[config.mk]
export PLATFORM = sky130hd
export DESIGN_NAME = shift_restore_seq
export DESIGN_NICKNAME = d
export VERILOG_FILES = /design/src/rtl/shift_restore_seq.sv
export SDC_FILE = /design/constraint.sdc
export NUM_CORES = 1
export LEC_CHECK = 0
export CAP_MARGIN = 20
export CELL_PAD_IN_SITES_DETAIL_PLACEMENT = 1
export CELL_PAD_IN_SITES_GLOBAL_PLACEMENT = 2
export CORE_MARGIN = 3
export CORE_UTILIZATION = 30
export DETAILED_ROUTE_END_ITERATION = 10
export PLACE_DENSITY = 0.82
export SYNTH_ARGS = -nofsm -noshare
export SYNTH_HDL_FRONTEND = slang
export SYNTH_SLANG_ARGS = --single-unit
[constraint.sdc]
create_clock -name clk -period 4.8 [get_ports clk]
set_clock_uncertainty 0.15 [all_clocks]
set_input_delay 0.72 -clock clk [delete_from_list [all_inputs] [get_ports clk]]
set_output_delay 0.72 -clock clk [all_outputs]
set_load 0.05 [all_outputs]
[src/rtl/shift_restore_seq.sv]
// Iterative inverse of a forward shifter: rebuilds the original operand from the
// shifted word and the bits it shifted out, one bit position per cycle.
module shift_restore_seq #(
  parameter int WIDTH = 4
) (
  input  logic             clk,
  input  logic             rst,
  input  logic             start,
  output logic             in_ready,
  input  logic [WIDTH-1:0] shifted,
  input  logic [WIDTH-1:0] overflow,
  input  logic [WIDTH-1:0] shift,
  output logic             out_valid,
  input  logic             out_ready,
  output logic [WIDTH-1:0] restored,
  output logic             err,
  output logic             busy
);

  // state | meaning
  // IDLE  | waiting for start, in_ready=1
  // SHIFT | one restore step per cycle, cnt_q = steps remaining
  // DONE  | result held until out_ready
  typedef enum logic [1:0] {S_IDLE, S_SHIFT, S_DONE} state_t;

  localparam int AW = (WIDTH > 2) ? WIDTH - 2 : 1;
  localparam int CW = (WIDTH > 2) ? $clog2(WIDTH) : 1;
  localparam logic [AW:0] WIDTH_C = (AW + 1)'(WIDTH);

  if (WIDTH < 2) begin : g_bad_width
    $error("shift_restore_seq: WIDTH must be at least 2");
  end

  logic [AW-1:0] amt;
  if (WIDTH > 2) begin : g_amt
    assign amt = shift[WIDTH-2:1];
  end else begin : g_amt_none
    assign amt = '0;
  end

  // The fill bit only matters to the forward shifter.
  logic unused_fill;
  assign unused_fill = shift[WIDTH-1];

  state_t          state_q, state_d;
  logic [WIDTH-1:0] data_q, data_d;
  logic [WIDTH-1:0] ovf_q, ovf_d;
  logic [CW-1:0]    cnt_q, cnt_d;
  logic             dir_q, dir_d;
  logic             err_q, err_d;

  always_ff @(posedge clk or posedge rst) begin
    if (rst) begin
      state_q <= S_IDLE;
      data_q  <= '0;
      ovf_q   <= '0;
      cnt_q   <= '0;
      dir_q   <= 1'b0;
      err_q   <= 1'b0;
    end else begin
      state_q <= state_d;
      data_q  <= data_d;
      ovf_q   <= ovf_d;
      cnt_q   <= cnt_d;
      dir_q   <= dir_d;
      err_q   <= err_d;
    end
  end

  always_comb begin
    state_d = state_q;
    data_d  = data_q;
    ovf_d   = ovf_q;
    cnt_d   = cnt_q;
    dir_d   = dir_q;
    err_d   = err_q;
    case (state_q)
      S_IDLE: begin
        if (start) begin
          dir_d = shift[0];
          ovf_d = overflow;
          err_d = 1'b0;
          cnt_d = '0;
          if ({1'b0, amt} >= WIDTH_C) begin
            data_d  = '0;
            err_d   = 1'b1;
            state_d = S_DONE;
          end else if (amt == '0) begin
            data_d  = shifted;
            state_d = S_DONE;
          end else begin
            data_d  = shifted;
            cnt_d   = CW'(amt);
            state_d = S_SHIFT;
          end
        end
      end
      S_SHIFT: begin
        // Left restore consumes overflow LSB-first; right restore MSB-first (bit cnt-1).
        if (dir_q) begin
          data_d = {data_q[WIDTH-2:0], ovf_q[cnt_q - CW'(1)]};
        end else begin
          data_d = {ovf_q[0], data_q[WIDTH-1:1]};
          ovf_d  = ovf_q >> 1;
        end
        cnt_d = cnt_q - CW'(1);
        if (cnt_q == CW'(1)) state_d = S_DONE;
      end
      S_DONE: begin
        if (out_ready) state_d = S_IDLE;
      end
      default: state_d = S_IDLE;
    endcase
  end

  assign in_ready  = (state_q == S_IDLE);
  assign out_valid = (state_q == S_DONE);
  assign busy      = (state_q == S_SHIFT) || (state_q == S_DONE);
  assign restored  = data_q;
  assign err       = err_q;

endmodule

==> reports/summary.txt, run 1 <==
Run status: finished clean
Setup TNS: 0 ps
Drt drc: 0
H-Tree Depth: 1
TritonCTS Buffers: 3
Layout cells sized above 1: 11.88%
Max-Cap Viols: 0
Overall Power: 807.6 uW
Synth Net Count: 102
Synthesis-to-layout area growth: 29.95%
Rows: 18
Drt first pass iters: 4
Synth area leader: dfrtp_1
Fin cells: 131
Global Route Usage Sum: 11.68%
Vias post-DR: 643
Die W: 58.51 um
Initial Util: 32.50%
Worst min path class: reg2reg
Initial DRC count: 9
Max IR drop VDD: 0.0003168 V
Hold-fix buffers, CTS: 0
Crit path max fanout: 8
Worst Path Arrival: 1990 ps
Pwr per Cell Area: 751.4 nW/um^2
Relative slew slack: 37.05%
Number of diodes: 0
Seq cells post-synth: 13
CTS tree: built
Largest net degree at the start of global routing: 14
Mean post-synth cell area: 10.21 um^2
Synth Instances: 81
CP endpoint kind: output pin
Setup CP Type: reg2out
Post-synth top flop: dfrtp_1
Antenna violations before repair: 0
RSZ-0062 raised after global routing: false
Number of enable flip-flop cells after synthesis: 0
Synth cell count leaders: dfrtp_1, mux2i_1, inv_1
Ys async rst share: 100.0%
Seq/Total Area, Yosys: 39.33%
Final worst path period share: 59.62%
Dpl cells: 127
Clock Tree Root: clkbuf_4
DP Worst Slack: 2041 ps
CTS Sinks: 13
Core ar.: 2545 um^2
Reg clk slew, reported paths: 80 ps
CP max stage cell: clkdlybuf4s50_1
Post-synthesis cell type count: 25
Synthesized area: 827.0 um^2
Cells resized by post-CTS repair: 0
Via-to-Cell Ratio: 4.908
Nets@finish: 123
FMAX: 349.5 MHz
Synth top area cells: dfrtp_1, mux2i_1, mux2_2
Dominant cell by count in the synthesized netlist: dfrtp_1
WL final: 1849 um
CP required: 3930 ps
Gr ovfl total: 0
Setup violations, final: 0
Final worst setup slack: 1938 ps
Die height: 58.51 um
Synth top area share: 39.33%
Clk buf depth: 2
DR WL/cell: 14.11 um
Crit-path cells: inv_1, ha_1, clkdlybuf4s50_1
Min cycle time layout: 2862 ps
Number of synthesis warnings: 0
Post-DRT Antenna Nets: 0
HPWL after detailed placement: 1469 um
Leak pwr: 0.4924 nW
Skew-Pair Late Insertion Delay: 270 ps
Type of origin of the critical path: register
Worst Tran Pin Value: 918.0 ps
I/O Pins: 24
Post-CTS setup buffers: 0
Gpl congestion: 0.7435
Final Max Slew Viols: 0
First-pass GRT wire length: 3042 um
Crit-path max cell delay: 860 ps
Vias in the first global route: 663
Final hold vios: 0
Port bufs: 21
Die Area: 3423 um^2
==> registers in the layout (all words and copies together), names as in the netlist <==
signal,count
cnt_q,2
dir_q,1
ovf_q,4
restored,4
state_q,2
==> area by class of cell <==
type                       count  area [um^2]
fill                         297         1470
inverter                       8        30.03
clock buffer                   4        26.28
multi-input combinational     55        445.4
tap                           30        37.54
sequential                    13        325.3
timing repair buffer          21        210.2
==> report_power, final <==
| group | switching (mW) | internal [mW] |
|---|---|---|
| Clock | 0.0352 | 0.0321 |
| Sequential | 0.0554 | 0.166 |
| Combinational | 0.297 | 0.221 |
| Total | 0.388 | 0.420 |
==> metrics by stage <==
stage	hold slack, ps	utilization (%)	area (um^2)
finish	358.2	42.23	1075
global route	403.1	42.23	1075
CTS	368.7	42.23	1075
detailed placement	350.0	41.20	1049
global placement	314.8	41.20	1049
floorplan	299.8	-	827.0
==> critical path, delay by kind of cell, from the launching register on <==
| family | cells | cell delay [ps] |
|---|---|---|
| buffers and inverters | 2 | 980 |
| adder cells (fa/ha/maj) | 1 | 340 |
| flip-flops | 1 | 400 |
==> logic make-up after synthesis <==
group                    count (synthesis)  synth area share (%)
flip-flops                              13                 39.33
multiplexers                            17                 21.79
AND/OR/NAND/NOR                         13                 7.413
AO/OA/AOI/OAI                           19                 16.64
other                                    1                0.4534
adder cells (fa/ha/maj)                  5                 7.564
buffers and inverters                   13                 6.807
==> layout by cell type (no fill, tap or decap) <==
cell / Yosys / routed
a221oi_2: 1 / 1
o31ai_1: 1 / 1
nand2_1: 3 / 3
a21oi_2: 1 / 1
conb_1: 1 / 1
nor2b_1: 3 / 3
o21ai_0: 4 / 4
clkbuf_4: 0 / 3
ha_1: 5 / 5
a21o_1: 4 / 4
dfrtp_1: 13 / 13
a32o_1: 1 / 1
a21oi_1: 1 / 1
clkbuf_1: 1 / 1
a31oi_1: 2 / 2
nand2b_1: 2 / 2
clkdlybuf4s50_1: 0 / 21
nor2_1: 5 / 5
mux2i_1: 9 / 9
inv_1: 8 / 8
mux2_1: 1 / 1
mux2_2: 7 / 7
a211oi_1: 3 / 3
o22ai_1: 1 / 1
==> final timing paths <==
path	from	end	slack, ps	depth (start not counted)
worst max-delay path	state_q[1]	in_ready	1940	3
worst min-delay path	cnt_q[1]	cnt_q[1]	360	2
worst max register to register	state_q[1]	restored[0]	2330	5
worst min register to register	cnt_q[1]	cnt_q[1]	360	2
max in group asynchronous	rst	cnt_q[0]	3550	2
min in group asynchronous	rst	dir_q	620	2
==> per-layer routing <==
| metal | vias to the layer above | wire [um] | part of all wire (%) | global-route usage [%] |
|---|---|---|---|---|
| li1 | 319 | - | - | - |
| met1 | 314 | 882 | 48 | 15.49 |
| met2 | 8 | 906 | 49 | 19.14 |
| met3 | 2 | 50 | 2.7 | 2.632 |
| met4 | 0 | 9 | 0.49 | 2.980 |
| met5 | - | 0 | 0 | 0 |
(Power assumes the default switching activity.)
==> run 2, diff against run 1 <==
- CORE_UTILIZATION: 30 -> 28
- PLACE_DENSITY: 0.82 -> 0.78
- clock period: 4.8 -> 2.85 ns (I/O delays scaled with it)
==> run 2 against run 1 <==
  * Wire length decreased by 5.7%
  * Sequential share of layout area decreased by 0.24 points
  * Register-to-register slack got worse by 1500 ps
  * Critical path type unchanged
  * Highest routed layer unchanged
  * Flip-flop and latch count unchanged
  * Worst hold slack got worse by 26 ps
  * Sequential power increased by 67%
  * Setup slack got worse by 1600 ps
  * Utilization decreased by 3.3 points
==> reports/summary.txt, run 2 (same netlist as run 1, synthesis figures left out) <==
Final hold vios: 0 (unchanged)
H-Tree Depth: 1 (unchanged)
Core ar.: 2781 um^2 (+9.3%)
Post-DRT Antenna Nets: 0 (unchanged)
Pwr per Cell Area: 1253 nW/um^2 (+67%)
Worst Tran Pin Value: 513.8 ps (-404.2 ps)
CTS tree: built
HPWL after detailed placement: 1443 um (-1.8%)
Crit-path cells: inv_1, ha_1, clkdlybuf4s50_1
Worst min path class: in2async
Kind of cell adding the most delay to the critical path: buffers and inverters
Synthesis-to-layout area growth: 31.01%
Gpl congestion: 0.6962 (-6.4%)
Overall Power: 1.357 mW (+68%)
Setup CP Type: reg2out
I/O Pins: 24 (unchanged)
Largest net degree at the start of global routing: 14 (unchanged)
Crit path max fanout: 8 (unchanged)
Relative slew slack: 65.71% (+29 points)
Leak pwr: 0.4970 nW (+0.94%)
CP required: 2270 ps (-1660 ps)
Die height: 60.35 um (+3.2%)
Initial DRC count: 6 (-3)
CP max stage cell: clkdlybuf4s50_1
Drt drc: 0 (unchanged)
Post-CTS setup buffers: 0 (unchanged)
Crit-path max cell delay: 860 ps (about the same)
Run status: finished clean
CTS Sinks: 13 (unchanged)
Layout cells sized above 1: 12.75% (+0.86 points)
Gr ovfl total: 0 (unchanged)
Clock Tree Root: clkbuf_4
Type of origin of the critical path: register
Hold-fix buffers, CTS: 0 (unchanged)
Most frequent cells in the layout: clkdlybuf4s50_1, dfrtp_1, mux2i_1
Flop pwr share: 27.3% (about the same)
RSZ-0062 raised after global routing: false
Internal cell power: 716.8 uW (+71%)
Max-Cap Viols: 0 (unchanged)
Reg clk slew, reported paths: 80 ps (about the same)
Sw frac: 47.19% (-0.86 points)
Via-to-Cell Ratio: 4.865 (-0.89%)
Number of diodes: 0 (unchanged)
Clk buf depth: 2 (unchanged)
Skew-Pair Late Insertion Delay: 270 ps (about the same)
Initial Util: 29.73% (-2.8 points)
Switching pwr: 640.5 uW (+65%)
Fillcell total: 325 (+9.4%)
CP endpoint kind: output pin
First-pass GRT wire length: 2994 um (-1.6%)
Final worst path period share: 89.37%
Min cycle time layout: 2547 ps
Antenna violations before repair: 0 (unchanged)
Die W: 60.35 um (+3.2%)
Vias in the first global route: 670 (+1.1%)
Rows: 19 (+1)
Nets@finish: 124 (+0.81%)
Setup TNS: 0 ps (unchanged)
Max IR drop VDD: 0.0005665 V (+79%)
Cells resized by post-CTS repair: 0 (unchanged)
Drt first pass iters: 4 (unchanged)
Vias post-DR: 647 (+0.62%)
Clk pwr share: 8.4% (about the same)
Final Max Slew Viols: 0 (unchanged)
TritonCTS Buffers: 3 (unchanged)
DR WL/cell: 13.11 um (-7.1%)
Setup violations, final: 0 (unchanged)
Worst Path Arrival: 1970 ps (-20 ps)
Global Route Usage Sum: 10.64% (-1.0 points)
Combinational power share: 64.3% (about the same)
Port bufs: 21 (unchanged)
Die Area: 3642 um^2 (+6.4%)
CP Buf/Inv Count: 2 (unchanged)
WL final: 1744 um (-5.7%)
Commonest non-fill, non-tap cell in the layout: clkdlybuf4s50_1
FMAX: 392.6 MHz
[run 2: cell types whose count changed in the layout (fill, tap and decap cells not counted), sizes merged]
cell  before  now
buf        0    1
[run 2: path summary, 6_finish.rpt]
check                      slack [ps]           to  depth (start not counted)        from
setup / recovery                  300     in_ready                          3  state_q[0]
min in group clk                  340     cnt_q[1]                          2    cnt_q[1]
hold reg to reg                   340     cnt_q[1]                          2    cnt_q[1]
setup reg to reg                  850  restored[0]                          6  state_q[0]
max in group asynchronous        1870  restored[1]                          2         rst
hold / removal                    330     ovf_q[2]                          2         rst
[run 2: per-layer routing]
layer	wire, um	GRT usage (%)	share of wire (%)
met4	8	1.899	0.46
met2	856	18.21	49
met1	818	14.17	47
met3	60	1.915	3.4
met5	0	0	0
[run 2: cell type report]
cell class	instances	area (um^2)	area share, %
Tap cell	31	38.79	3.580
Sequential cell	13	325.3	30.02
Inverter	8	30.03	2.771
Clock buffer	4	26.28	2.425
Multi-Input combinational cell	55	445.4	41.11
Timing Repair Buffer	22	217.7	20.09
[run 2: per-stage QoR]
stage	cells	util, %	cell area [um^2]	setup WS, ps	hold WS, ps
CTS	133	38.96	1084	288.5	346.6
global placement	129	38.01	1057	594.5	317.7
global route	133	38.96	1084	166.1	355.3
floorplan	81	-	827.0	736.8	154.5
finish	133	38.96	1084	302.9	332.1
detailed placement	129	38.01	1057	593.1	328.2
[run 2: power groups by stage]
stage	Combinational [mW]	Clock (mW)	Sequential, mW
floorplan	0.596	0	0.436
global placement	0.874	0	0.372
detailed placement	0.888	0	0.378
CTS	0.891	0.117	0.374
global route	0.954	0.132	0.388
finish	0.873	0.113	0.371
[run 2: worst register-to-register path: cells and delay by family, from the launching register on]
family	cells	cell delay (ps)
AO/OA/AOI/OAI	1	150
adder cells (fa/ha/maj)	1	320
buffers and inverters	2	310
flip-flops	1	410
multiplexers	2	550
